File: config.mk
export PLATFORM = sky130hd
export DESIGN_NAME = eq2_match_monitor_amisha_flat
export DESIGN_NICKNAME = d
export VERILOG_FILES = /design/src/rtl/eq2_amisha_pkg.sv /design/src/rtl/eq2_match_monitor_amisha_if.sv /design/src/rtl/sat_cnt_amisha.sv /design/src/rtl/eq2_match_monitor_amisha.sv /design/src/flat_wrapper.sv
export SDC_FILE = /design/constraint.sdc
export NUM_CORES = 1
export LEC_CHECK = 0
export CORE_UTILIZATION = 48
export DETAILED_ROUTE_END_ITERATION = 7
export PLACE_DENSITY_LB_ADDON = 0.08
export SLEW_MARGIN = 20
export SYNTH_ARGS = -nofsm -noshare
export SYNTH_HDL_FRONTEND = slang
export SYNTH_SLANG_ARGS = --single-unit
File: constraint.sdc
create_clock -name clk_amisha -period 1.6 [get_ports clk_amisha]
set_input_delay 0.32 -clock clk_amisha [delete_from_list [all_inputs] [get_ports clk_amisha]]
set_output_delay 0.32 -clock clk_amisha [all_outputs]
set_load 0.02 [all_outputs]
File: src/rtl/eq2_amisha_pkg.sv
// Shared definitions for the eq2 match monitor: FSM state encodings and run width.
package eq2_amisha_pkg;

    localparam int unsigned RUN_W   = 4;
    localparam int unsigned STATE_W = 2;

    typedef enum logic [STATE_W-1:0] {
        ST_IDLE   = 2'd0,
        ST_TRACK  = 2'd1,
        ST_LOCKED = 2'd2
    } state_e;

endpackage

File: src/rtl/eq2_match_monitor_amisha_if.sv
// Sample/result bundle for the eq2 match monitor.
//   master : drives clear/valid/a/b/aeqb, observes counters, run, lock, err, state
//   slave  : the monitor side (receives samples, drives results)
interface eq2_match_monitor_amisha_if
    import eq2_amisha_pkg::*;
#(
    parameter int unsigned CNT_W = 8
);
    logic               clear_amisha;
    logic               valid_amisha;
    logic [1:0]         a_amisha;
    logic [1:0]         b_amisha;
    logic               aeqb_amisha;
    logic [CNT_W-1:0]   match_cnt_amisha;
    logic [CNT_W-1:0]   mismatch_cnt_amisha;
    logic [RUN_W-1:0]   run_amisha;
    logic               lock_amisha;
    logic               err_amisha;
    logic [STATE_W-1:0] state_amisha;

    modport master (
        output clear_amisha, valid_amisha, a_amisha, b_amisha, aeqb_amisha,
        input  match_cnt_amisha, mismatch_cnt_amisha, run_amisha,
               lock_amisha, err_amisha, state_amisha
    );

    modport slave (
        input  clear_amisha, valid_amisha, a_amisha, b_amisha, aeqb_amisha,
        output match_cnt_amisha, mismatch_cnt_amisha, run_amisha,
               lock_amisha, err_amisha, state_amisha
    );
endinterface

File: src/rtl/sat_cnt_amisha.sv
// Saturating up-counter with synchronous clear.
//   clk, rst_n : clock, synchronous active-low reset
//   clr        : zero the count (wins over inc)
//   inc        : add one, holding at all-ones
//   cnt        : registered count
module sat_cnt_amisha #(
    parameter int unsigned CNT_W = 8
) (
    input  logic             clk,
    input  logic             rst_n,
    input  logic             clr,
    input  logic             inc,
    output logic [CNT_W-1:0] cnt
);

    always_ff @(posedge clk) begin
        if (!rst_n) begin
            cnt <= '0;
        end else if (clr) begin
            cnt <= '0;
        end else if (inc && (cnt != {CNT_W{1'b1}})) begin
            cnt <= cnt + CNT_W'(1);
        end
    end

endmodule

File: src/rtl/eq2_match_monitor_amisha.sv
// Monitors an upstream 2-bit equality comparator: counts matches/mismatches,
// tracks the consecutive-match run, locks after RUN_LEN matches in a row and
// flags any sample where aeqb disagrees with a==b.
//   clk_amisha     : clock, rising edge
//   reset_n_amisha : synchronous active-low reset
//   bus            : sample inputs and registered results (slave side)
module eq2_match_monitor_amisha
    import eq2_amisha_pkg::*;
#(
    parameter int unsigned RUN_LEN = 4,
    parameter int unsigned CNT_W   = 8
) (
    input  logic clk_amisha,
    input  logic reset_n_amisha,
    eq2_match_monitor_amisha_if.slave bus
);

    state_e           state_q, state_nxt;
    logic [RUN_W-1:0] run_q, run_nxt;
    logic             err_q, err_nxt;
    logic             lock_q;
    logic             accept_c;
    logic [CNT_W-1:0] match_cnt, mismatch_cnt;

    assign accept_c = bus.valid_amisha && !bus.clear_amisha;

    // State, run, err and lock registers
    always_ff @(posedge clk_amisha) begin
        if (!reset_n_amisha) begin
            state_q <= ST_IDLE;
            run_q   <= '0;
            err_q   <= 1'b0;
            lock_q  <= 1'b0;
        end else begin
            state_q <= state_nxt;
            run_q   <= run_nxt;
            err_q   <= err_nxt;
            lock_q  <= (state_nxt == ST_LOCKED);
        end
    end

    // Next-state, run length and sticky error
    always_comb begin
        state_nxt = state_q;
        run_nxt   = run_q;
        err_nxt   = err_q;

        if (bus.clear_amisha) begin
            state_nxt = ST_IDLE;
            run_nxt   = '0;
            err_nxt   = 1'b0;
        end else begin
            case (state_q)
                ST_IDLE: begin
                    if (bus.valid_amisha) begin
                        if (bus.aeqb_amisha) begin
                            run_nxt   = RUN_W'(1);
                            state_nxt = (RUN_LEN == 1) ? ST_LOCKED : ST_TRACK;
                        end else begin
                            run_nxt   = '0;
                            state_nxt = ST_TRACK;
                        end
                    end
                end
                ST_TRACK: begin
                    if (bus.valid_amisha) begin
                        if (bus.aeqb_amisha) begin
                            run_nxt = run_q + RUN_W'(1);
                            if ((run_q + RUN_W'(1)) == RUN_W'(RUN_LEN)) begin
                                state_nxt = ST_LOCKED;
                            end
                        end else begin
                            run_nxt = '0;
                        end
                    end
                end
                ST_LOCKED: begin
                    if (bus.valid_amisha) begin
                        if (bus.aeqb_amisha) begin
                            run_nxt = RUN_W'(RUN_LEN);
                        end else begin
                            run_nxt   = '0;
                            state_nxt = ST_TRACK;
                        end
                    end
                end
                default: begin
                    // Unused encoding 3: fall back to IDLE unconditionally
                    state_nxt = ST_IDLE;
                    run_nxt   = '0;
                end
            endcase

            if (accept_c && (bus.aeqb_amisha != (bus.a_amisha == bus.b_amisha))) begin
                err_nxt = 1'b1;
            end
        end
    end

    sat_cnt_amisha #(.CNT_W(CNT_W)) u_match_cnt (
        .clk   (clk_amisha),
        .rst_n (reset_n_amisha),
        .clr   (bus.clear_amisha),
        .inc   (accept_c && bus.aeqb_amisha),
        .cnt   (match_cnt)
    );

    sat_cnt_amisha #(.CNT_W(CNT_W)) u_mismatch_cnt (
        .clk   (clk_amisha),
        .rst_n (reset_n_amisha),
        .clr   (bus.clear_amisha),
        .inc   (accept_c && !bus.aeqb_amisha),
        .cnt   (mismatch_cnt)
    );

    assign bus.match_cnt_amisha    = match_cnt;
    assign bus.mismatch_cnt_amisha = mismatch_cnt;
    assign bus.run_amisha          = run_q;
    assign bus.lock_amisha         = lock_q;
    assign bus.err_amisha          = err_q;
    assign bus.state_amisha        = state_q;

endmodule
File: src/flat_wrapper.sv
// flat-port wrapper written by rule: the top's interface ports become plain ports
module eq2_match_monitor_amisha_flat import eq2_amisha_pkg::*;
#(
    parameter int unsigned RUN_LEN = 4,
    parameter int unsigned CNT_W   = 8
)
  (clk_amisha, reset_n_amisha, bus_clear_amisha, bus_valid_amisha, bus_a_amisha, bus_b_amisha, bus_aeqb_amisha, bus_match_cnt_amisha, bus_mismatch_cnt_amisha, bus_run_amisha, bus_lock_amisha, bus_err_amisha, bus_state_amisha);
  eq2_match_monitor_amisha_if #(.CNT_W(CNT_W)) bus_i ();
  input  logic clk_amisha;
  input  logic reset_n_amisha;
  input wire logic [$bits(bus_i.clear_amisha)-1:0] bus_clear_amisha;
  input wire logic [$bits(bus_i.valid_amisha)-1:0] bus_valid_amisha;
  input wire logic [$bits(bus_i.a_amisha)-1:0] bus_a_amisha;
  input wire logic [$bits(bus_i.b_amisha)-1:0] bus_b_amisha;
  input wire logic [$bits(bus_i.aeqb_amisha)-1:0] bus_aeqb_amisha;
  output wire logic [$bits(bus_i.match_cnt_amisha)-1:0] bus_match_cnt_amisha;
  output wire logic [$bits(bus_i.mismatch_cnt_amisha)-1:0] bus_mismatch_cnt_amisha;
  output wire logic [$bits(bus_i.run_amisha)-1:0] bus_run_amisha;
  output wire logic [$bits(bus_i.lock_amisha)-1:0] bus_lock_amisha;
  output wire logic [$bits(bus_i.err_amisha)-1:0] bus_err_amisha;
  output wire logic [$bits(bus_i.state_amisha)-1:0] bus_state_amisha;
  assign bus_i.clear_amisha = bus_clear_amisha;
  assign bus_i.valid_amisha = bus_valid_amisha;
  assign bus_i.a_amisha = bus_a_amisha;
  assign bus_i.b_amisha = bus_b_amisha;
  assign bus_i.aeqb_amisha = bus_aeqb_amisha;
  assign bus_match_cnt_amisha = bus_i.match_cnt_amisha;
  assign bus_mismatch_cnt_amisha = bus_i.mismatch_cnt_amisha;
  assign bus_run_amisha = bus_i.run_amisha;
  assign bus_lock_amisha = bus_i.lock_amisha;
  assign bus_err_amisha = bus_i.err_amisha;
  assign bus_state_amisha = bus_i.state_amisha;
  eq2_match_monitor_amisha #(.RUN_LEN(RUN_LEN), .CNT_W(CNT_W)) u_core (.clk_amisha(clk_amisha), .reset_n_amisha(reset_n_amisha), .bus(bus_i));
endmodule
==> run summary <==
Initial Utilization - 51.35%
Pwr dens - 601.9 nW/um2
Slew Limit Fails - 0
WHS Path Cells - 2
Vias in the first global route - 1168
HP Class - reg2reg
CORE AREA - 2500 um2
Io pins - 33
Pleak - 0.7789 nW
CTS Hold Bufs - 0
Syn Inst Count - 152
Die X - 53.72 um
Yosys cell types - 39
GP Congestion - 0.8018
Max capacitance violation total - 0
Post-synthesis register bit count - 24
R2r worst-path depth - 5
Min Tclk post-route - 1.541 ns
Routed vias - 1333
Clock Skew - 0.004894 ns
CP Capture Type - register
Final period util - 96.34%
CTS root buffer - clkbuf_4
Most frequent cells after synthesis - dfxtp_1 (24), nand2_1 (14), nand3_1 (12), nor2_1 (12), a21oi_1 (10)
Seq/Total Area, Yosys - 37.43%
Synth warnings - 0
Arrival time worst endpoint - 1.81 ns
Post-CTS Resized - 23
Final setup fails - 0
Most used DFF post-synth - dfxtp_1
Layout cells sized above 1 - 15.15%
Cell Count Post-Placement - 224
Antenna Cells - 0
Most numerous cell in the Yosys netlist - dfxtp_1
Post-synth top area cell - dfxtp_1
P&R area growth vs syn - 37.52%
Post-route ant nets - 0
H-tree depth - 1
First-pass GRT wire length - 5237 um
Drt drc - 0
Hold path startpoint - u_core.bus.err_amisha$_SDFFE_PP0P_
Synthesized area - 1284 um2
Largest net degree at the start of global routing - 17
# nets final - 212
FF-to-FF Start - u_core.u_match_cnt.cnt[1]$_SDFFE_PP0P_
Reg clk slew, reported paths - 0.14 ns
Slew @ Worst Pin - 0.4239 ns
EDFF count, synth - 0
Crit path max fanout - 6
F_max - 0.6487 GHz
Die ar. - 2885 um2
Async SR Flop Fraction - 0%
WS Path Type - in2reg
WL per Instance - 14.13 um
Status - completed
Port bufs - 32
Setup total negative slack - 0 ns
Drt pass-1 iters - 4
Worst-Skew Late Latency - 0.32 ns
Startpoint types - input pin
Yosys top cell area share - 37.43%
Via density - 5.846
GRT Total Usage - 24.96%
Layout Cells excl Fill - 228
Clock Path Buffers - 2
Syn Nets - 165
Die Y-Extent - 53.72 um
Post-CTS setup buffer count - 0
Final Routed Wirelength - 3221 um
Fin. Hold Viols - 0
FF-to-FF End - u_core.u_match_cnt.cnt[7]$_SDFFE_PP0P_
RSZ-0062 raised after global routing - false
Flop-to-flop setup slack - 0.09 ns
CTS tree - done
Hold endpoint - u_core.bus.err_amisha$_SDFFE_PP0P_
Drt initial violations - 18
Synth top area cells - dfxtp_1 (37%), nand3_1 (4.7%), nand2_1 (4.1%)
VDD IR-drop max - 0.5589 mV
Req. time, crit path - 1.87 ns
GR Overflow Total - 0
Antenna violations before repair - 0
Rows - 18
TritonCTS Buffers - 3
Synthesized area per cell - 8.446 um2
DPL Wire Length - 2386 um
Worst rel slew slack - 71.54%
Sink Count - 24
==> flip-flops by register name (all words and copies together), names as in the netlist <==
name,flops
u_core.u_match_cnt.cnt,8
u_core.bus.lock_amisha,1
u_core.u_mismatch_cnt.cnt,8
u_core.bus.run_amisha,4
u_core.bus.state_amisha,2
u_core.bus.err_amisha,1
==> critical path, stage by stage <==
cell and delay, ns:
clkdlybuf4s50_1 0.58, and4bb_1 0.24, nand3_2 0.11, or4_1 0.42
a21oi_1 0.14
==> per-stage QoR <==
stage                     power [mW]  cell area [um2]  setup WS, ns  hold slack [ns]  utilization [%]
after CTS                      1.067             1748       0.02125           0.4911            69.92
final                          1.063             1765       0.05854           0.4879            70.62
after global routing           1.103             1765       0.01192           0.5370            70.62
after global placement        0.7433             1740       -0.2248           0.4533            69.62
after floorplan               0.6774             1284        0.1032           0.5368                -
after detailed placement      0.7460             1740       -0.2909           0.4707            69.62
==> how the worst max path moves through the flow <==
stage	from	end	slack, ns	cells after the start
after floorplan	u_core.u_mismatch_cnt.cnt[0]$_SDFFE_PP0P_	u_core.u_mismatch_cnt.cnt[1]$_SDFFE_PP0P_	0.10	5
after global placement	bus_aeqb_amisha	u_core.u_mismatch_cnt.cnt[5]$_SDFFE_PP0P_	-0.22	5
after detailed placement	bus_aeqb_amisha	u_core.u_mismatch_cnt.cnt[5]$_SDFFE_PP0P_	-0.29	5
after CTS	u_core.bus.lock_amisha$_SDFF_PN0_	bus_lock_amisha	0.02	1
after global routing	bus_valid_amisha	u_core.u_mismatch_cnt.cnt[5]$_SDFFE_PP0P_	0.01	5
final	bus_valid_amisha	u_core.u_mismatch_cnt.cnt[5]$_SDFFE_PP0P_	0.06	5
==> final cells by class <==
cell class	instances	area, um2
clock buffer	4	36.28
tap	30	37.54
multi-input combinational	119	770.7
timing repair buffer	51	439.2
sequential	24	481.7
fill	223	734.5
==> cells by family after synthesis <==
| group | count (synthesis) | synth area share, % |
|---|---|---|
| compound gates | 33 | 16.67 |
| xor+xnor | 8 | 5.458 |
| fa+ha+maj | 4 | 3.899 |
| buf+inv | 9 | 3.411 |
| flops | 24 | 37.43 |
| mux | 2 | 1.560 |
| simple gates | 72 | 31.58 |
==> cells in the final DEF (no fill, tap or decap), types with 4 or more instances in the layout <==
cell type	count
xor2_1	5
nand2b_1	6
nand2_1	14
o21ai_0	6
nor2_1	12
a21oi_1	10
clkdlybuf4s50_1	7
a31oi_1	4
dlygate4sd2_1	23
ha_1	4
dfxtp_1	23
nand3_1	12
buf_4	19
==> routing by layer <==
| layer | GRT usage (%) | routed length (um) | up-vias |
|---|---|---|---|
| met5 | 0 | 0 | - |
| met4 | 12.72 | 71 | 0 |
| met3 | 2.542 | 129 | 9 |
| met2 | 39.92 | 1521 | 44 |
| met1 | 32.88 | 1498 | 628 |
| li1 | - | - | 652 |
==> report_power, final <==
part	total (mW)	internal [mW]	leakage, nW	switching, mW
Combinational	0.124	0.0634	0.564	0.0609
Sequential	0.607	0.603	0.194	0.00390
Clock	0.331	0.139	0.0210	0.192
No activity file was read; power rests on OpenSTA's default activity.
